**config.mk**
```make
export PLATFORM = sky130hd
export DESIGN_NAME = motor_pwm_drive
export DESIGN_NICKNAME = d
export VERILOG_FILES = /design/src/rtl/motor_pwm_drive.sv
export SDC_FILE = /design/constraint.sdc
export NUM_CORES = 1
export LEC_CHECK = 0
export CAP_MARGIN = 25
export CORE_AREA = 8 8 101 103
export CTS_BUF_LIST = sky130_fd_sc_hd__clkbuf_4 sky130_fd_sc_hd__clkbuf_8
export DETAILED_ROUTE_END_ITERATION = 6
export DIE_AREA = 0 0 109 111
export GPL_TIMING_DRIVEN = 0
export SYNTH_ARGS = -nofsm -noshare
export SYNTH_HDL_FRONTEND = slang
export SYNTH_SLANG_ARGS = --single-unit
```
**constraint.sdc**
```tcl
create_clock -name clk -period 3.58 [get_ports clk]
set_clock_uncertainty 0.15 [all_clocks]
set_input_delay 0.358 -clock clk [delete_from_list [all_inputs] [get_ports clk]]
set_output_delay 0.358 -clock clk [all_outputs]
set_load 0.02 [all_outputs]
```
**src/rtl/motor_pwm_drive.sv**
```systemverilog
// H-bridge direction/enable PWM driver with coast dead-time and soft-start duty ramp.
// Optional command debounce is built when CMD_DEBOUNCE_EN is defined.
module motor_pwm_drive #(
    parameter int unsigned PWM_PERIOD = 1000,
    parameter int unsigned DUTY_MAX   = 800,
    parameter int unsigned DUTY_STEP  = 50,
    parameter int unsigned RAMP_DIV   = 50000,
    parameter int unsigned DEAD_CYC   = 5000,
    parameter int unsigned DEB_CYC    = 1000
) (
    input  logic       clk,
    input  logic       rst,
    input  logic [1:0] dianji,
    output logic [1:0] motor_l,
    output logic [1:0] motor_r,
    output logic       en_l,
    output logic       en_r,
    output logic       busy
);

    localparam int unsigned DW  = $clog2(PWM_PERIOD + 1);
    localparam int unsigned SW  = DW + 1;
    localparam int unsigned DCW = $clog2(DEAD_CYC + 1);
    localparam int unsigned RW  = $clog2(RAMP_DIV + 1);

    if (DEAD_CYC == 0 || RAMP_DIV == 0 || DEB_CYC == 0 || DUTY_STEP == 0 ||
        DUTY_STEP > DUTY_MAX || DUTY_MAX > PWM_PERIOD) begin : g_bad_cfg
        $error("motor_pwm_drive: inconsistent parameter set");
    end

    typedef enum logic [1:0] {S_IDLE, S_DEAD, S_RAMP, S_RUN} state_t;

    state_t         state_q, state_d;
    logic [1:0]     cur_cmd_q, cur_cmd_d;
    logic [DW-1:0]  duty_q, duty_d;
    logic [DW-1:0]  pwm_cnt_q, pwm_cnt_d;
    logic [DCW-1:0] dead_cnt_q, dead_cnt_d;
    logic [RW-1:0]  ramp_cnt_q, ramp_cnt_d;
    logic [SW-1:0]  duty_sum;
    logic [1:0]     acc_cmd;
    logic [3:0]     pins_d;
    logic           drive_d;

`ifdef CMD_DEBOUNCE_EN
    localparam int unsigned BW = $clog2(DEB_CYC + 1);

    logic [1:0]    cand_q, acc_q;
    logic [BW-1:0] stab_q, stab_d;

    // The sample that completes the stability window is accepted in the same cycle.
    always_comb begin
        if (dianji != cand_q) begin
            stab_d = BW'(1);
        end else if (stab_q == BW'(DEB_CYC)) begin
            stab_d = stab_q;
        end else begin
            stab_d = stab_q + BW'(1);
        end
        acc_cmd = (stab_d == BW'(DEB_CYC)) ? dianji : acc_q;
    end

    always_ff @(posedge clk or negedge rst) begin
        if (!rst) begin
            cand_q <= '0;
            stab_q <= '0;
            acc_q  <= '0;
        end else begin
            cand_q <= dianji;
            stab_q <= stab_d;
            acc_q  <= acc_cmd;
        end
    end
`else
    assign acc_cmd = dianji;
`endif

    function automatic logic [3:0] decode_pins(input state_t st, input logic [1:0] cmd);
        decode_pins = '0;
        if (st == S_RAMP || st == S_RUN) begin
            case (cmd)
                2'b11:   decode_pins = 4'b1010;
                2'b01:   decode_pins = 4'b0110;
                2'b10:   decode_pins = 4'b1001;
                default: decode_pins = '0;
            endcase
        end
    endfunction

    assign duty_sum  = {1'b0, duty_q} + SW'(DUTY_STEP);
    assign pwm_cnt_d = (pwm_cnt_q == DW'(PWM_PERIOD - 1)) ? '0 : pwm_cnt_q + DW'(1);

    always_comb begin
        state_d    = state_q;
        cur_cmd_d  = cur_cmd_q;
        duty_d     = duty_q;
        dead_cnt_d = dead_cnt_q;
        ramp_cnt_d = ramp_cnt_q;
        if (state_q == S_IDLE) begin
            if (acc_cmd != 2'b00) begin
                state_d    = S_DEAD;
                cur_cmd_d  = acc_cmd;
                dead_cnt_d = '0;
            end
        end else if (acc_cmd == 2'b00) begin
            state_d = S_IDLE;
            duty_d  = '0;
        end else if (acc_cmd != cur_cmd_q) begin
            state_d    = S_DEAD;
            cur_cmd_d  = acc_cmd;
            dead_cnt_d = '0;
            duty_d     = '0;
        end else if (state_q == S_DEAD) begin
            if (dead_cnt_q == DCW'(DEAD_CYC - 1)) begin
                state_d    = S_RAMP;
                duty_d     = DW'(DUTY_STEP);
                ramp_cnt_d = '0;
            end else begin
                dead_cnt_d = dead_cnt_q + DCW'(1);
            end
        end else if (state_q == S_RAMP) begin
            if (ramp_cnt_q == RW'(RAMP_DIV - 1)) begin
                ramp_cnt_d = '0;
                duty_d     = (duty_sum >= SW'(DUTY_MAX)) ? DW'(DUTY_MAX) : duty_sum[DW-1:0];
                if (duty_d == DW'(DUTY_MAX)) begin
                    state_d = S_RUN;
                end
            end else begin
                ramp_cnt_d = ramp_cnt_q + RW'(1);
            end
        end else begin
            duty_d = DW'(DUTY_MAX);
        end
    end

    // Outputs are registered from next-state values so pins follow the command one edge later.
    assign pins_d  = decode_pins(state_d, cur_cmd_d);
    assign drive_d = (state_d == S_RAMP) || (state_d == S_RUN);

    always_ff @(posedge clk or negedge rst) begin
        if (!rst) begin
            state_q    <= S_IDLE;
            cur_cmd_q  <= '0;
            duty_q     <= '0;
            pwm_cnt_q  <= '0;
            dead_cnt_q <= '0;
            ramp_cnt_q <= '0;
            motor_l    <= '0;
            motor_r    <= '0;
            en_l       <= 1'b0;
            en_r       <= 1'b0;
            busy       <= 1'b0;
        end else begin
            state_q    <= state_d;
            cur_cmd_q  <= cur_cmd_d;
            duty_q     <= duty_d;
            pwm_cnt_q  <= pwm_cnt_d;
            dead_cnt_q <= dead_cnt_d;
            ramp_cnt_q <= ramp_cnt_d;
            motor_l    <= pins_d[3:2];
            motor_r    <= pins_d[1:0];
            en_l       <= drive_d && (pwm_cnt_q < duty_d);
            en_r       <= drive_d && (pwm_cnt_q < duty_d);
            busy       <= (state_d == S_DEAD) || (state_d == S_RAMP);
        end
    end

endmodule
```
Word level (Yosys, flattened, before mapping). Index checks and enable logic that the tools add are counted. W data, S select, Z words.

Bits in registers: 59. Bits of input ports: 4. Output and inout port bits: 7. Logic and storage cells: 80.

$add $sub $neg: 4. Order comparisons: 2. Equality and inequality tests: 17. Muxes and demuxes: 34. Bitwise operators: 3. Reductions and logical operators: 10.

Operator list (number): $mux W10 (9); $mux W13 (6); $mux W16 (4); $mux W2 (13); $eq A10 B10 Y1 const B (2); $add A16 B1 Y16 const B (1); $eq A16 B16 Y1 const B (1); $add A13 B1 Y13 const B (1); $eq A13 B13 Y1 const B (1); $pmux W4 S3 (1); $add A10 B6 Y11 const B (1); $ge A11 B10 Y1 const B (1); $add A10 B1 Y10 const B (1); $eq A2 B2 Y1 const B (5); $lt A10 B10 Y1 (1); $eq A2 B1 Y1 const B (3); $reduce_and A5 Y1 (1); $logic_not A2 Y1 (2); $mux W4 (1); $ne A2 B1 Y1 const B (2); $reduce_and A4 Y1 (1); $reduce_bool A2 Y1 (2); $ne A3 B3 Y1 const B (1); $not A1 Y1 (3); 5 further kinds (6).

Longest topological paths before layout. Gate-level depths: netlist of run 1.

Depth in word-level cells: 14. Depth in mapped cells: 16.

Worst setup path after synthesis of run 1. OpenSTA, ideal clock, no wires.

Path type: reg-to-reg. From: register duty_q[1]. To: register en_r. Library setup time: 83 ps. Data arrival time: 3344 ps. Data required time: 3347 ps. Slack: 3 ps. Cell stages (with the launch flop): 16. Buffers on the path: 1. Clock period less this slack: 3577 ps. Cells stage by stage: dfrtp_1 ha_1 a211oi_1 or3_1 o221ai_1 a31oi_1 buf_2 nand4_1 a21o_1 ha_1 a21o_1 a21o_1 a221oi_1 o31a_1 nand3_1 o21ai_0.

Word-level cells in the longest chain between the ends: 14. Elaborated cells between the ends (all ways): 23.

Ends and longest elaborated chain: start, declared (RTL line 35) `logic [DW-1:0] duty_q, duty_d;`; start signal, assigned (RTL line 155) `duty_q <= duty_d;`; $add A10 B6 Y11 (RTL line 89) `assign duty_sum = {1'b0, duty_q} + SW'(DUTY_STEP);`; $ge A11 B10 Y1 (RTL line 123) `duty_d = (duty_sum >= SW'(DUTY_MAX)) ? DW'(DUTY_MAX) : duty_sum[DW-1:0];`; $mux W10 (RTL line 123); $eq A10 B10 Y1 (RTL line 124) `if (duty_d == DW'(DUTY_MAX)) begin`; $mux W2 (RTL line 124); $mux W2 (RTL line 121) `if (ramp_cnt_q == RW'(RAMP_DIV - 1)) begin`; $mux W2 (RTL line 120) `end else if (state_q == S_RAMP) begin`; $mux W2 (RTL line 112) `end else if (state_q == S_DEAD) begin`; $mux W2 (RTL line 107) `end else if (acc_cmd != cur_cmd_q) begin`; $mux W2 (RTL line 104) `end else if (acc_cmd == 2'b00) begin`; $mux W2 (RTL line 98) `if (state_q == S_IDLE) begin`; $eq A2 B2 Y1 (RTL line 137) `assign drive_d = (state_d == S_RAMP) || (state_d == S_RUN);`; $logic_or A1 B1 Y1 (RTL line 137); $logic_and A1 B1 Y1 * (RTL line 162) `en_r <= drive_d && (pwm_cnt_q < duty_d);`; end signal, assigned (RTL line 162); end, declared (RTL line 17) `output logic en_r,`.

Mark *: on every way between the ends. The rest lies on a longest branch, timed or not. A chain may end at the register's enable or synchronous reset.

Worst setup path in the final report of run 1. Same ends and word-level chain as after synthesis.

==> reports/metrics.csv, run 1 <==
stage,metric,value,unit
power,pwr-share-comb,0.168,
critical_path,critPathLaunchType,flip-flop,
timing,maxSlewViolCount,0,
clocking,root_buffer,clkbuf_8,
final_layout,fin_nets,473,
place,place_area,3994,µm²
floorplanning,die_h,111,µm
detailed_routing,drc,0,
synthesis,yosysTopAreaCell,dfrtp_1,
final_layout,area_delta_synth_final,17.95,%
floorplanning,core-area,8551,µm²
timing,finalSetupTns,0,ps
clocking,cts.sinks,59,
power,p_leak,1.867,nW
global_routing,grt_max_degree,41,
clocking,clock_latency,340,ps
global_routing,overflow,0,
power,netSwitchingFraction,0.2901,
detailed_routing,postRouteAntennaNets,0,
synthesis,synthFlopType,dfrtp_1,
place,port_buffers,10,
global_routing,grt_util_met2,0.2177,
min_path,min_from,dead_cnt_q[12],
clocking,cts.path.max_buffers,2,
final_layout,finalInstanceArea,4415,µm²
synthesis,synth_cell_types,69,
floorplanning,rows,34,
timing,hold_viol,0,
final_layout,nFillCells,792,
detailed_routing,drt_iter0_markers,116,
detailed_routing,vias,3132,
power,intPower,1.070,mW
detailed_routing,wl_per_cell,15.10,µm
power,p_sw,437.2,µW
flow_run,max_cap_viol_count,0,
synthesis,syn_avg_cell_area,9.064,µm²
global_routing,antenna_found_initial,0,
timing,max_freq,293.1,MHz
synthesis,ys_ff_latch,59,
place,dp_hpwl,6.204,mm
floorplanning,dieWidth,109,µm
synthesis,synthTopCellsByArea,"dfrtp_1 (39%), ha_1 (6.7%), nor2_1 (5.0%), nand2_1 (4.1%), xor2_1 (3.5%)",
detailed_routing,first_pass_iters,4,
synthesis,yosys.area.top_type_share,0.3944,
final_layout,multi_input_area,2267,µm²
timing,fin_crit,3412,ps
critical_path,worstPathRequired,3690,ps
synthesis,syn_nets,437,
detailed_routing,routed_wl,8.489,mm
critical_path,critPathKind,reg2reg,
floorplanning,io_pins,11,
synthesis,synth_cells,413,
synthesis,synth_edf_count,0,
final_layout,drive_above_1_share,0.1828,
critical_path,crit_path_end_kind,flip-flop,
power,power_per_cell_area,341.3,nW/µm²
power,power_frac_seq,0.468,
clocking,tritoncts,yes,
clocking,cts.clk_slew.worst_paths,70,ps
global_routing,top_usage_layer,met2,
power,ir_drop,0.2550,mV
floorplanning,initial_core_util,0.4378,
timing,tightest_slew,604.6,ps
global_routing,met1_usage,0.1942,
place,gp_congestion,0.7849,
timing,finalCritPeriodShare,0.9529,
global_routing,met3_usage,0.03140,
outcome,status,completed,
clocking,cts.htree.levels,3,
timing,setup_violations,0,
power,p_clk_frac,0.364,
global_routing,grt_pass1_wl,14.12,mm
synthesis,seq_area_frac_synth,0.3944,
global_routing,grtUsageTotal,0.1438,
critical_path,startpoint,duty_q[1],
synthesis,async_flop_share,1.000,
synthesis,syn_area,3744,µm²
floorplanning,die_area,12100,µm²
clocking,cts_buffers,9,
timing,max_slew_margin,0.5916,
final_layout,regArea,1479,µm²
global_routing,first_global_vias,2946,
min_path,hold_path_class,reg2reg,
critical_path,r2r-start,duty_q[1],
critical_path,arrival,3520,ps
synthesis,yosysWarnings,0,
critical_path,crit_path_max_fanout,7,
detailed_routing,vias_per_cell,5.573,
final_layout,num_antenna_cells,0,
-- path summary, 6_finish.rpt --
kind                                   to  slack, ps  depth (start not counted)
max                                  en_r        170                         15
min                        dead_cnt_q[12]        350                          1
max reg2reg                          en_r        170                         15
min reg2reg                dead_cnt_q[12]        350                          1
max in group asynchronous       duty_q[2]       2300                          3
min in group asynchronous   ramp_cnt_q[5]        370                          2
-- stage by stage --
step | total power [mW] | setup slack, ps | utilization | hold slack [ps] | cells
after global placement | 0.9310 | -615.0 | 0.4653 | 332.5 | 531
after floorplan | 0.8631 | 3.253 | - | -87.59 | 413
final | 1.507 | 168.4 | 0.5164 | 352.1 | 562
after detailed placement | 0.9383 | -704.7 | 0.4671 | 205.1 | 532
after CTS | 1.512 | 12.09 | 0.5001 | 356.5 | 553
after global routing | 1.586 | -5.035 | 0.5164 | 383.3 | 562
-- routing by layer --
metal,part of all wire,up-vias
met5,0,-
met4,0.011,0
met3,0.032,7
met2,0.46,46
met1,0.49,1492
li1,-,1587
-- cell usage after synthesis, types with 3 or more instances --
| library cell | n |
|---|---|
| o21ai_0 | 25 |
| nand4_1 | 10 |
| and3_1 | 7 |
| nor2_1 | 50 |
| clkbuf_1 | 6 |
| nand2_1 | 41 |
| a21oi_1 | 16 |
| xor2_1 | 15 |
| inv_1 | 14 |
| a31o_2 | 3 |
| o211ai_1 | 3 |
| or3_1 | 5 |
| and2_1 | 4 |
| a22o_1 | 3 |
| a31oi_1 | 7 |
| ha_1 | 20 |
| a21o_1 | 8 |
| o31ai_1 | 3 |
| buf_2 | 3 |
| xnor2_1 | 12 |
| dfrtp_1 | 59 |
| nor3_1 | 13 |
| nand3_1 | 23 |
| and4_1 | 4 |
-- registers in the layout, indices dropped and copies added (netlist names) --
signal / cells
ramp_cnt_q: 16
dead_cnt_q: 13
duty_q: 10
pwm_cnt_q: 10
cur_cmd_q: 2
motor_l: 2
motor_r: 2
state_q: 2
busy: 1
en_r: 1
-- cell type report --
| cell class | instances | share of cell area |
|---|---|---|
| multi-input combinational | 327 | 0.5135 |
| sequential | 59 | 0.3349 |
| timing repair buffer | 25 | 0.05044 |
| clock buffer | 12 | 0.03457 |
| tap | 108 | 0.03060 |
| buffer | 13 | 0.01729 |
| inverter | 14 | 0.01275 |
| clock inverter | 4 | 0.005951 |
-- cell families after synthesis --
| kind of cell | count (synthesis) | synth area share |
|---|---|---|
| buffers and inverters | 27 | 0.03075 |
| adder cells (fa/ha/maj) | 20 | 0.06684 |
| AO/OA/AOI/OAI | 95 | 0.1761 |
| flip-flops | 59 | 0.3944 |
| AND/OR/NAND/NOR | 184 | 0.2657 |
| XOR/XNOR | 27 | 0.06317 |
| multiplexers | 1 | 0.003008 |
-- power by group through the flow --
| stage | clock network [mW] | logic (mW) | registers [mW] |
|---|---|---|---|
| after floorplan | 0 | 0.146 | 0.717 |
| after global placement | 0 | 0.216 | 0.715 |
| after detailed placement | 0 | 0.222 | 0.716 |
| after CTS | 0.573 | 0.234 | 0.705 |
| after global routing | 0.600 | 0.278 | 0.708 |
| final | 0.549 | 0.253 | 0.706 |
-- critical path, cell delays in order, from the launching register on --
cell	delay [ps]
dfrtp_2	470
ha_4	210
a211oi_4	80
or3_4	370
o221ai_2	230
a31oi_2	140
buf_4	160
buf_4	140
a31o_2	240
o221ai_2	90
ha_1	290
a21o_1	170
a221oi_2	240
o31a_1	160
nand3_1	90
o21ai_2	120
-- layout by cell type (no fill, tap or decap), types with 3 or more instances in the layout --
cell type	instances
a21o_1	8
a21oi_1	15
a22o_1	3
a31o_2	3
a31oi_1	5
and2_1	4
and3_1	6
and4_1	4
buf_2	3
buf_4	16
clkbuf_1	4
clkbuf_4	3
clkbuf_8	10
clkdlybuf4s50_1	9
dfrtp_1	57
ha_1	18
inv_1	13
nand2_1	40
nand3_1	23
nand4_1	10
nor2_1	48
nor3_1	13
o211ai_1	3
o21ai_0	23
o31ai_1	3
or3_1	4
xnor2_1	12
xor2_1	15
-- what timing repair did --
| action | CTS | global route |
|---|---|---|
| setup endpoints to repair | 1 | 1 |
| hold buffers | 1 | 0 |
| resized for setup | 16 | 19 |
| pin swaps | 3 | 6 |
| endpoints found under the hold margin | 19 | 0 |
| buffers inserted | 4 | 9 |
Note: power is estimated with default switching activity, not from simulation.
==> inputs of run 2 (changes only) <==
Settings changed: PLACE_DENSITY set to 0.69.
==> reports/metrics.csv, run 2 (synthesis gave the netlist of run 1 again) <==
stage,metric,value,unit,change
clocking,cts_buffers,9,,unchanged
global_routing,grt_pass1_wl,14.21,mm,+0.64%
power,ir_drop,0.3735,mV,+46%
final_layout,mostFrequentLayoutCell,dfrtp_1,,
power,power_frac_seq,0.464,,-0.004
flow_run,max_cap_viol_count,0,,unchanged
detailed_routing,postRouteAntennaNets,0,,unchanged
clocking,cts.path.max_buffers,2,,unchanged
power,pwr-share-comb,0.158,,-0.010
final_layout,largestRegisters,"ramp_cnt_q: 16 flops, dead_cnt_q: 13 flops",,
critical_path,critPathLaunchType,flip-flop,,
place,port_buffers,10,,unchanged
detailed_routing,routed_wl,8.373,mm,-1.4%
critical_path,arrival,3600,ps,+80 ps
final_layout,final_cells,559,,-0.53%
critical_path,r2r-end,en_r,,
final_layout,fin_nets,470,,-0.63%
power,intPower,1.067,mW,-0.29%
place,gp_congestion,0.8739,,+11%
floorplanning,dieWidth,109,µm,unchanged
timing,hold_viol,0,,unchanged
global_routing,met3_usage,0.04767,,+0.01628
final_layout,area_delta_synth_final,16.98,%,
critical_path,worstPathRequired,3700,ps,about the same
detailed_routing,vias_per_cell,5.716,,+2.6%
final_layout,top_register,ramp_cnt_q,,
floorplanning,die_h,111,µm,unchanged
floorplanning,initial_core_util,0.4378,,unchanged
floorplanning,core-area,8551,µm²,unchanged
power,p_clk_frac,0.378,,+0.014
timing,max_slew_margin,0.5894,,-0.002264
critical_path,r2r-start,duty_q[1],,
clocking,cts.clk_slew.worst_paths,70,ps,about the same
power,power_per_cell_area,346.8,nW/µm²,+1.6%
timing,maxSlewViolCount,0,,unchanged
min_path,hold_path_class,in2async,,
power,power,1.519,mW,+0.78%
clocking,cts.sinks,59,,unchanged
outcome,status,completed,,
clocking,tritoncts,yes,,
timing,tightest_slew,613.3,ps,+8.620 ps
power,p_sw,452.0,µW,+3.4%
global_routing,top_usage_layer,met2,,
detailed_routing,vias,3195,,+2.0%
global_routing,met1_usage,0.1829,,-0.01132
global_routing,antenna_found_initial,0,,unchanged
clocking,cts.htree.levels,3,,unchanged
global_routing,overflow,0,,unchanged
clocking,clock_latency,350,ps,about the same
global_routing,grt_util_met2,0.2206,,+0.002833
timing,max_freq,287.5,MHz,-1.9%
global_routing,grtUsageTotal,0.1444,,+0.0005997
power,netSwitchingFraction,0.2976,,+0.007535
floorplanning,io_pins,11,,unchanged
detailed_routing,drt_iter0_markers,248,,+110%
global_routing,first_global_vias,3114,,+5.7%
final_layout,final_cell_mix,"dfrtp_1 (57), nor2_1 (47), nand2_1 (40), o21ai_0 (24), nand3_1 (23)",,
critical_path,critPathKind,reg2reg,,
final_layout,largest_reg_flops,16,,unchanged
place,dp_hpwl,5.938,mm,-4.3%
detailed_routing,drc,0,,unchanged
final_layout,num_antenna_cells,0,,unchanged
floorplanning,rows,34,,unchanged
global_routing,grt_max_degree,41,,unchanged
detailed_routing,first_pass_iters,4,,unchanged
power,p_leak,1.855,nW,-0.67%
critical_path,crit_path_end_kind,flip-flop,,
critical_path,r2r_cells,14,,-1
place,dp_cells,532,,unchanged
final_layout,drive_above_1_share,0.1707,,-0.01209
critical_path,crit_path_max_fanout,10,,+3
detailed_routing,wl_per_cell,14.98,µm,-0.84%
timing,fin_crit,3478,ps,+66.38 ps
timing,setup_violations,0,,unchanged
floorplanning,die_area,12100,µm²,unchanged
timing,finalCritPeriodShare,0.9715,,+0.01854
clocking,root_buffer,clkbuf_8,,
critical_path,r2r_slack,100,ps,-70 ps
==> run 2: changes by cell type in the layout (fill, tap and decap cells not counted), sizes merged <==
cell / change
buf: -4
inv: +1
==> run 2: worst max-delay path by stage <==
stage / cells past startpoint / end / startpoint
3_3_place_gp: 15 / en_r / duty_q[1]
6_report: 14 / en_r / duty_q[1]
3_5_place_dp: 15 / en_r / duty_q[1]
5_1_grt: 14 / en_r / duty_q[1]
4_1_cts: 15 / en_r / duty_q[3]
2_1_floorplan: 15 / en_r / duty_q[1]
==> run 2: critical path: stages (launching register included) <==
cell and delay [ps]:
dfrtp_2 480, a311oi_4 430, or4b_1 200, o221ai_2 120
a31oi_4 210, buf_6 170, nand4_1 120, a21o_1 210
ha_1 300, a21o_1 160, a21o_1 180, a221oi_1 300
o31a_1 180, nand3_1 70, o21ai_0 130
==> run 2: cell type report <==
cell class | instances | area (µm²)
Sequential cell | 59 | 1479
Buffer | 13 | 72.57
Multi-Input combinational cell | 327 | 2251
Inverter | 14 | 52.55
Tap cell | 108 | 135.1
Clock buffer | 11 | 151.4
Clock inverter | 5 | 37.54
Timing Repair Buffer | 22 | 200.2
Fill cell | 760 | 4172
==> run 2: timing repair <==
item / in CTS / in global routing
gates resized for setup: 13 / 14
hold buffers: 1 / 0
endpoints found under the setup margin: 1 / 1
setup buffers: 2 / 8
hold endpoints to repair: 19 / 0
pin swaps: 2 / 5
==> run 2: stage by stage <==
stage | cell area (µm²) | TNS [ps] | utilization | worst slack [ps] | hold slack, ps
5_1_grt | 4379 | -1.741 | 0.5121 | -1.741 | 370.0
4_1_cts | 4267 | 0 | 0.4990 | 32.19 | 353.8
3_3_place_gp | 3979 | -560.3 | 0.4653 | -560.3 | 333.0
6_report | 4379 | 0 | 0.5121 | 102.1 | 339.6
2_1_floorplan | 3744 | 0 | - | 3.253 | -87.59
3_5_place_dp | 3994 | -539.8 | 0.4671 | -539.8 | 199.7
==> run 2: power groups by stage <==
stage          Sequential (mW)  Combinational (mW)  Clock (mW)
3_5_place_dp             0.716               0.220           0
5_1_grt                  0.707               0.269       0.614
2_1_floorplan            0.717               0.146           0
6_report                 0.704               0.241       0.574
4_1_cts                  0.704               0.229       0.581
3_3_place_gp             0.715               0.213           0
==> run 2: layer usage <==
| metal | wire length, µm | up-vias |
|---|---|---|
| li1 | - | 1571 |
| met2 | 3936 | 56 |
| met5 | 0 | - |
| met4 | 146 | 0 |
| met3 | 366 | 13 |
| met1 | 3924 | 1555 |
==> inputs of run 3 (changes only) <==
Settings changed: GPL_TIMING_DRIVEN 0 to unset, TNS_END_PERCENT set to 5.
==> reports/metrics.csv, run 3 (synthesis gave the netlist of run 1 again) <==
stage,metric,value,unit,change
clocking,root_buffer,clkbuf_8,,
detailed_routing,drc,0,,unchanged
detailed_routing,top_layer_used,met4,,
detailed_routing,dr_wl_met2,3.819,mm,-3.0%
detailed_routing,postRouteAntennaNets,0,,unchanged
clocking,postCtsSetupBuffers,0,,-2
final_layout,num_antenna_cells,0,,unchanged
critical_path,critPathTopFamily,compound AO/OA/AOI/OAI gates,,
clocking,cts.sinks,59,,unchanged
timing,fin_crit,3370,ps,-108.1 ps
clocking,cts.clk_slew.worst_paths,70,ps,about the same
timing,finalCritPeriodShare,0.9413,,-0.03020
global_routing,antenna_found_initial,0,,unchanged
floorplanning,die_area,12100,µm²,unchanged
final_layout,mostFrequentLayoutCell,dfrtp_1,,
critical_path,arrival,3490,ps,-110 ps
clocking,cts.htree.levels,3,,unchanged
place,dp_cells,538,,+1.1%
critical_path,crit_chain,buf_4 -> and3_1 -> or3_1 -> o221ai_2 -> a31oi_2 -> buf_4 -> a31o_2 -> o221ai_1 -> ha_1 -> a21o_1 -> a221oi_1 -> o31a_1 -> nand3_1 -> o21ai_0,,
floorplanning,core-area,8551,µm²,unchanged
power,ir_drop,0.3098,mV,-17%
final_layout,final_cell_mix,"dfrtp_1 (57), nor2_1 (48), nand2_1 (41), o21ai_0 (25), nand3_1 (23)",,
power,p_leak,1.878,nW,+1.3%
critical_path,critPathKind,reg2reg,,
detailed_routing,drt_iter0_markers,208,,-16%
final_layout,drive_above_1_share,0.1544,,-0.01637
final_layout,largestRegisters,"ramp_cnt_q: 16 flops, dead_cnt_q: 13 flops",,
critical_path,path_buf_inv,2,,+1
global_routing,grt_pass1_wl,14.62,mm,+2.9%
floorplanning,dieWidth,109,µm,unchanged
clocking,clock_latency,350,ps,about the same
timing,maxSlewViolCount,0,,unchanged
final_layout,largest_reg_flops,16,,unchanged
timing,hold_viol,0,,unchanged
global_routing,grt_max_degree,31,,-24%
critical_path,slowest_stage,dfrtp_1,,
place,dp_hpwl,6.181,mm,+4.1%
detailed_routing,routed_wl,8.401,mm,+0.33%
flow_run,max_cap_viol_count,0,,unchanged
global_routing,grtUsageTotal,0.1483,,+0.003856
timing,tightest_slew,672.2,ps,+58.96 ps
detailed_routing,wl_met3,425,µm,+16%
global_routing,first_global_vias,3153,,+1.3%
outcome,status,completed,,
floorplanning,die_h,111,µm,unchanged
clocking,cts.path.max_buffers,2,,unchanged
clocking,cts_buffers,9,,unchanged
detailed_routing,first_pass_iters,5,,+1
place,gp_congestion,0.9231,,+5.6%
power,power_per_cell_area,405.4,nW/µm²,+17%
final_layout,fin_nets,466,,-0.85%
detailed_routing,wl_per_cell,15.14,µm,+1.1%
clocking,tritoncts,yes,,
final_layout,fin_util,0.5119,,about the same
floorplanning,io_pins,11,,unchanged
place,port_buffers,10,,unchanged
critical_path,crit_path_end_kind,flip-flop,,
timing,setup_violations,0,,unchanged
timing,max_freq,296.8,MHz,+3.2%
critical_path,path_common_cell,buf_4,,
global_routing,overflow,0,,unchanged
critical_path,crit_path_max_fanout,10,,unchanged
final_layout,area_delta_synth_final,16.91,%,about the same
floorplanning,rows,34,,unchanged
critical_path,worstPathRequired,3700,ps,about the same
critical_path,critPathLaunchType,flip-flop,,
min_path,hold_path_class,reg2reg,,
timing,max_slew_margin,0.5519,,-0.03751
detailed_routing,wl_met1,3.941,mm,+0.43%
final_layout,final_cells,555,,-0.72%
detailed_routing,vias_per_cell,5.760,,+0.78%
floorplanning,initial_core_util,0.4378,,unchanged
final_layout,top_register,ramp_cnt_q,,
critical_path,slowest_delay,390,ps,-90 ps
detailed_routing,vias,3197,,+0.063%
critical_path,r2r_slack,210,ps,+110 ps
[run 3: cell count changes in the layout (fill, tap and decap cells not counted), moves of 2 or more]
| cell | delta |
|---|---|
| buf_4 | +8 |
| clkbuf_1 | -5 |
| bufinv_16 | +4 |
| buf_2 | -2 |
| clkbuf_2 | -2 |
[run 3: cell type report]
cell class,count,area [µm²]
multi-input cells,327,2181
flip-flops and latches,59,1479
well taps,108,135.1
inverters,14,52.55
repair buffers,31,255.2
fillers,767,4174
clock inverters,6,136.4
clock buffers,10,137.6
[run 3: what timing repair did]
item / 4_1_cts / 5_1_grt
endpoints found under the setup margin: 0 / 1
gates resized for setup: 0 / 8
hold buffers: 1 / 0
hold endpoints to repair: 29 / 0
[run 3: per-stage QoR]
stage	hold WS (ps)	power [mW]	instance area [µm²]	setup WS, ps	setup TNS, ps
3_5_place_dp	283.9	0.9504	4061	111.6	0
4_1_cts	347.5	1.788	4345	186.4	0
5_1_grt	383.1	1.851	4377	-9.191	-9.191
2_1_floorplan	-87.59	0.8631	3744	3.253	0
3_3_place_gp	278.7	0.9452	4061	148.5	0
6_report	341.3	1.774	4377	210.2	0
[run 3: where the power goes]
group          switching [mW]  internal, mW  leakage [nW]
Clock                   0.279         0.553         0.133
Combinational           0.144        0.0911         0.956
Sequential             0.0218         0.686         0.790
Total                   0.445          1.33          1.88
[run 3: final timing paths]
kind,from,endpoint,cells after the start
worst max-delay path,duty_q[1],en_r,14
worst min-delay path,dead_cnt_q[12],dead_cnt_q[12],1
worst max register to register,duty_q[1],en_r,14
worst min register to register,dead_cnt_q[12],dead_cnt_q[12],1
max in group asynchronous,rst,duty_q[6],3
min in group asynchronous,rst,dead_cnt_q[6],2
[run 3: layer usage]
layer	up-vias	global-route usage
met2	87	0.2218
li1	1568	-
met5	-	0
met1	1515	0.1946
met3	27	0.04128
met4	0	0.06119
[run 3: worst reg2reg max path, delay by kind of cell (launching register included)]
family / cells / cell delay (ps)
compound gates: 8 / 1470
buf+inv: 2 / 370
fa+ha+maj: 1 / 270
simple gates: 3 / 650
flops: 1 / 390
==> RTL edit 1, RTL diff (settings of run 1) <==
Set the parameter `DEAD_CYC` to 20000 (it was 5000).
--- a/src/rtl/motor_pwm_drive.sv
+++ b/src/rtl/motor_pwm_drive.sv
@@ -7,3 +7,3 @@
     parameter int unsigned RAMP_DIV   = 50000,
-    parameter int unsigned DEAD_CYC   = 5000,
+    parameter int unsigned DEAD_CYC   = 20000,
     parameter int unsigned DEB_CYC    = 1000
Behaviour: no difference found for any inputs over 10 cycles, from zero or initial values and one cycle with rst low; that may be too few to reach the edited logic, so the function may still have changed.
==> RTL edit 1 against run 1 <==
- final area increased by 2.3%
- sequential cell count increased by 2
- first-iteration DRC count increased by 52%
- synthesized cell count increased by 3.6%
- clock power increased by 15%
- power increased by 19%
- via count increased by 7.8%
- area after synthesis increased by 3.8%
- worst setup slack got worse by 0.044 ns
- wire length increased by 9.3%
- critical path type unchanged
- largest power group unchanged
- highest routed layer unchanged
==> RTL edit 1: results (changes against run 1) <==
The run finished with clean final reports. The logs give 488 (was 473) for the number of nets in the finished design and 61 (was 59) for the number of sequential cells in the layout. Vias after detailed routing: 3375 (was 3132). The tools report the last weighted congestion value of the routability-driven placer as 0.810 (was 0.785). For the synthesized net count, the log shows 452 (was 437). The number of inverters outside the clock class in the layout works out to 16 (was 14). The leakage power summed over all cells was 1.93 nW (was 1.87 nW). The violation count after the first detailed-route iteration is 176 (was 116), and the non-clock buffer share of cell area is 6.84% (was 6.77%). The compound-cell area share of the yosys netlist was 23.1% (was 17.6%); the met2 track demand over resource in global routing was 25.5% (was 21.8%). Share of cell area taken by flip-flops and latches: 33.8% (was 33.5%).

The run gives 0.000319 V (was 0.000255 V) as the peak supply drop. Synth top cells by count: 61 x dfrtp_1, 36 x nor2_1, 35 x o21ai_0 (was 59 x dfrtp_1, 50 x nor2_1, 41 x nand2_1). Top cells by area in the synthesized netlist: dfrtp_1 39%, ha_1 6.4%, o21ai_0 4.5% (was dfrtp_1 39%, ha_1 6.7%, nor2_1 5.0%).

The logs give 3.56 ns (was 3.52 ns) for the arrival time at the worst endpoint and 41.9% (was 46.8%) for the proportion of power drawn by flip-flops and latches. The unique cell type count in the Yosys netlist was 70 (was 69). The average instance area after synthesis works out to 9.08 um^2 (was 9.06 um^2). For the met1 routing resource usage after global routing, the log shows 21.0% (was 19.4%). The total wire length was 9.28 mm (was 8.49 mm); the fill cell instance count of the final layout was 766 (was 792). Portion of netlist area occupied by mux cells: 1.06% (was 0.301%). The fraction of standard cell area in multi-input logic was 50.5% (was 51.3%); the combinational power was 0.411 mW (was 0.253 mW).

The logs give 546 (was 532) for the placed instance count and 62 (was 41) for the maximum number of pins on one net before global-route repair. The share of cells above drive strength 1 is 14.5% (was 18.3%), and the first-pass iteration count of the detailed router is 5 (was 4). The largest stage delay on the critical path works out to 0.40 ns (was 0.47 ns). The maximum fanout along the worst path is 8 (was 7). Largest registers in the final layout: ramp_cnt_q: 16 flops, dead_cnt_q: 15 flops (was ramp_cnt_q: 16 flops, dead_cnt_q: 13 flops). The tools report the overall global routing resource usage as 15.8% (was 14.4%). The detail-routed via count per cell came out at 5.85 (was 5.57). The logs give 52.8% (was 51.6%) for the utilization after layout and -0.502 ns (was -0.705 ns) for the worst slack after detailed placement. The met3 usage in global routing came out at 3.20% (was 3.14%). The non-clock buffer total of the final layout was 44 (was 38); the global-route wire length before repair was 15.7 mm (was 14.1 mm). The run gives 6.50 mm (was 6.20 mm) as the detailed placer's ending HPWL. The power density over the cells is 397 nW/um^2 (was 341 nW/um^2). For the area of placed instances, the log shows 4120 um^2 (was 3990 um^2).
RTL edit 1: cell count changes after synthesis, moves of 5 or more:
cell / delta
a21oi_1: +9
nand3_1: -5
o31ai_1: +9
o21ai_0: +10
buf_2: +5
nor2_1: -14
nand2_1: -7
RTL edit 1: final timing paths:
check                                     from  depth (start not counted)              to  slack [ns]
worst max register to register       duty_q[2]                         15            en_r        0.12
worst max-delay path                 duty_q[2]                         15            en_r        0.12
min in group asynchronous                  rst                          2   dead_cnt_q[8]        0.49
worst min-delay path            dead_cnt_q[13]                          1  dead_cnt_q[13]        0.36
max in group asynchronous                  rst                          2       duty_q[2]        2.22
worst min register to register  dead_cnt_q[13]                          1  dead_cnt_q[13]        0.36
RTL edit 1: critical path, delay by kind of cell, from the launching register on:
| kind | cells | cell delay, ns |
|---|---|---|
| flip-flops | 1 | 0.40 |
| adder cells (fa/ha/maj) | 2 | 0.49 |
| buffers and inverters | 2 | 0.34 |
| AO/OA/AOI/OAI | 11 | 1.99 |
==> RTL edit 2, RTL diff (settings of run 1) <==
Made on the original files. The output `motor_l` loses its register stage (`motor_l` becomes a continuous assignment).
--- a/src/rtl/motor_pwm_drive.sv
+++ b/src/rtl/motor_pwm_drive.sv
@@ -146,3 +146,2 @@
             ramp_cnt_q <= '0;
-            motor_l    <= '0;
             motor_r    <= '0;
@@ -158,3 +157,2 @@
             ramp_cnt_q <= ramp_cnt_d;
-            motor_l    <= pins_d[3:2];
             motor_r    <= pins_d[1:0];
@@ -166,2 +164,4 @@
 
+    assign motor_l = pins_d[3:2];
+
 endmodule
Formal check against the unedited RTL: no difference found for any inputs over 10 cycles, from zero or initial values and one cycle with rst low; that may be too few to reach the edited logic, so the function may still have changed.
==> RTL edit 2 against run 1 <==
- first-iteration DRC count fell by 17%
- wire length fell by 0.28%
- sequential power fell by 3.3%
- fmax fell by 0.91%
- combinational power rose by 2%
- worst setup slack got worse by 0.031 ns
- non-clock buffer count rose by 4
- area after synthesis fell by 0.94%
- final area rose by 2.1%
- sequential cell count fell by 2
- synthesized cell count did not move
- utilization rose by 1.1 points
- power rose by 8.4%
- count of clock-buffer cells in the layout fell by 1
- critical path type unchanged
- largest cell class unchanged
==> RTL edit 2: results (changes against run 1) <==
Power density over the cells: 363 nW/um^2 (was 341 nW/um^2). The unique cell type count in the Yosys netlist is 69 (unchanged), and the CTS buffer count is 9 (unchanged). Vias after detailed routing: 3155 (was 3132).

The logs give 8.47 mm (was 8.49 mm) for the total wire length and 0.000237 V (was 0.000255 V) for the peak supply drop. The count of antenna diodes in the layout was 0 (unchanged). The run finished with clean final reports.

Library cell used as clock root buffer: clkbuf_8 (unchanged). The area of placed instances is 3960 um^2 (was 3990 um^2), and the clock-pin transition on the worst setup and hold timing paths is 0.07 ns (about the same). In this design, the stage delay of the slowest critical-path cell is 0.48 ns. The worst path required time was 3.69 ns (about the same).

The violation count after the first detailed-route iteration is 96 (was 116). The logs give 14.7 mm (was 14.1 mm) for the global-route wire length before repair and 37 (was 41) for the maximum number of pins on one net before global-route repair. The overall global routing resource usage is 14.9% (was 14.4%), and the maximum fanout along the worst path is 6 (was 7). The first-pass iteration count of the detailed router was 6 (was 4). For the synthesized net count, the log shows 437 (unchanged).

The slew of the pin with the lowest slew margin is 0.607 ns (was 0.605 ns), and the post-synthesis async set-or-reset flop share is 100% (unchanged). The average wire length per cell after detail routing is 15.0 um (was 15.1 um). Synth top cells by count: 57 x dfrtp_1, 50 x nor2_1, 41 x nand2_1 (was 59 x dfrtp_1, 50 x nor2_1, 41 x nand2_1).

The average instance area after synthesis is 8.98 um^2 (was 9.06 um^2). The last weighted congestion value of the routability-driven placer was 0.798 (was 0.785). The share of cells above drive strength 1 was 20.9% (was 18.3%). The deepest level of the CTS H-tree is 3 (unchanged). The total number of yosys warnings came out at 0 (unchanged). The worst slack after detailed placement is -0.818 ns (was -0.705 ns), and the number of nets in the finished design is 475 (was 473).

Top cells by area in the synthesized netlist: dfrtp_1 38%, ha_1 6.7%, nor2_1 5.1% (was dfrtp_1 39%, ha_1 6.7%, nor2_1 5.0%). The logs give 0 (unchanged) for the number of antenna violations at the first check in global routing and 771 (was 792) for the fill cell instance count of the final layout. Placed instance count: 532 (unchanged). The logs give 3069 (was 2946) for the number of global-route vias before repair and 38.5% (was 39.4%) for the sequential area share after synthesis. The critical-path cell with the highest stage delay is dfrtp_2 (unchanged). The number of port buffers was 10 (unchanged). The worst hold-check path type was register to register (unchanged). Clock latency on the worst-skew pair: 0.34 ns (about the same). The detailed placer's ending HPWL was 6.07 mm (was 6.20 mm); the leakage power summed over all cells was 1.95 nW (was 1.87 nW). Largest registers in the final layout: ramp_cnt_q: 16 flops, dead_cnt_q: 13 flops (unchanged).

The run gives 2 (unchanged) as the maximum count of clock buffers along a single path.
[RTL edit 2: kinds of logic after synthesis]
group           count (synthesis)  share of synthesized area [%]
fa+ha+maj                      20                           6.75
compound gates                 95                           17.8
buf+inv                        29                           3.51
flops                          57                           38.5
xor+xnor                       27                           6.38
simple gates                  184                           26.8
mux                             1                          0.304
[RTL edit 2: power breakdown]
part / total [mW] / leakage (nW) / internal (mW) / switching, mW
clock: 0.695 / 0.112 / 0.427 / 0.267
sequential: 0.683 / 0.762 / 0.663 / 0.0203
combinational: 0.257 / 1.08 / 0.101 / 0.156
total: 1.63 / 1.95 / 1.19 / 0.443
[RTL edit 2: area by class of cell]
| class | count | share of cell area (%) |
|---|---|---|
| clock buffers | 11 | 3.36 |
| repair buffers | 27 | 5.33 |
| clock inverters | 4 | 1.69 |
| inverters | 14 | 1.17 |
| plain buffers | 15 | 1.97 |
| flip-flops and latches | 57 | 31.7 |
| multi-input cells | 327 | 51.8 |
| well taps | 108 | 3.00 |
[RTL edit 2: worst max-delay path, delay by kind of cell, from the launching register on]
| family | cells | cell delay, ns |
|---|---|---|
| buffers and inverters | 1 | 0.15 |
| flip-flops | 1 | 0.48 |
| adder cells (fa/ha/maj) | 2 | 0.52 |
| AO/OA/AOI/OAI | 9 | 1.68 |
| AND/OR/NAND/NOR | 3 | 0.39 |
[RTL edit 2: layer usage]
metal	GRT usage (%)	part of all wire (%)
met4	6.58	1.9
met5	0	0
met2	22.6	47
met1	20.2	49
met3	2.50	3.0
[RTL edit 2: timing repair]
item                                    4_1_cts  5_1_grt
hold buffers                                  1        0
buffers inserted                              5       10
endpoints found under the setup margin        3        3
pin swaps                                     4        8
hold endpoints to repair                     21        0
resized for setup                            24       26
[RTL edit 2: worst paths after layout]
| path | from | to | slack (ns) | cells after the start |
|---|---|---|---|---|
| worst max register to register | duty_q[1] | en_r | 0.14 | 15 |
| worst min register to register | pwm_cnt_q[0] | pwm_cnt_q[0] | 0.36 | 1 |
| worst min-delay path | pwm_cnt_q[0] | pwm_cnt_q[0] | 0.36 | 1 |
| max in group asynchronous | rst | duty_q[2] | 2.26 | 3 |
| min in group asynchronous | rst | ramp_cnt_q[15] | 0.39 | 2 |
| worst max-delay path | duty_q[1] | en_r | 0.14 | 15 |
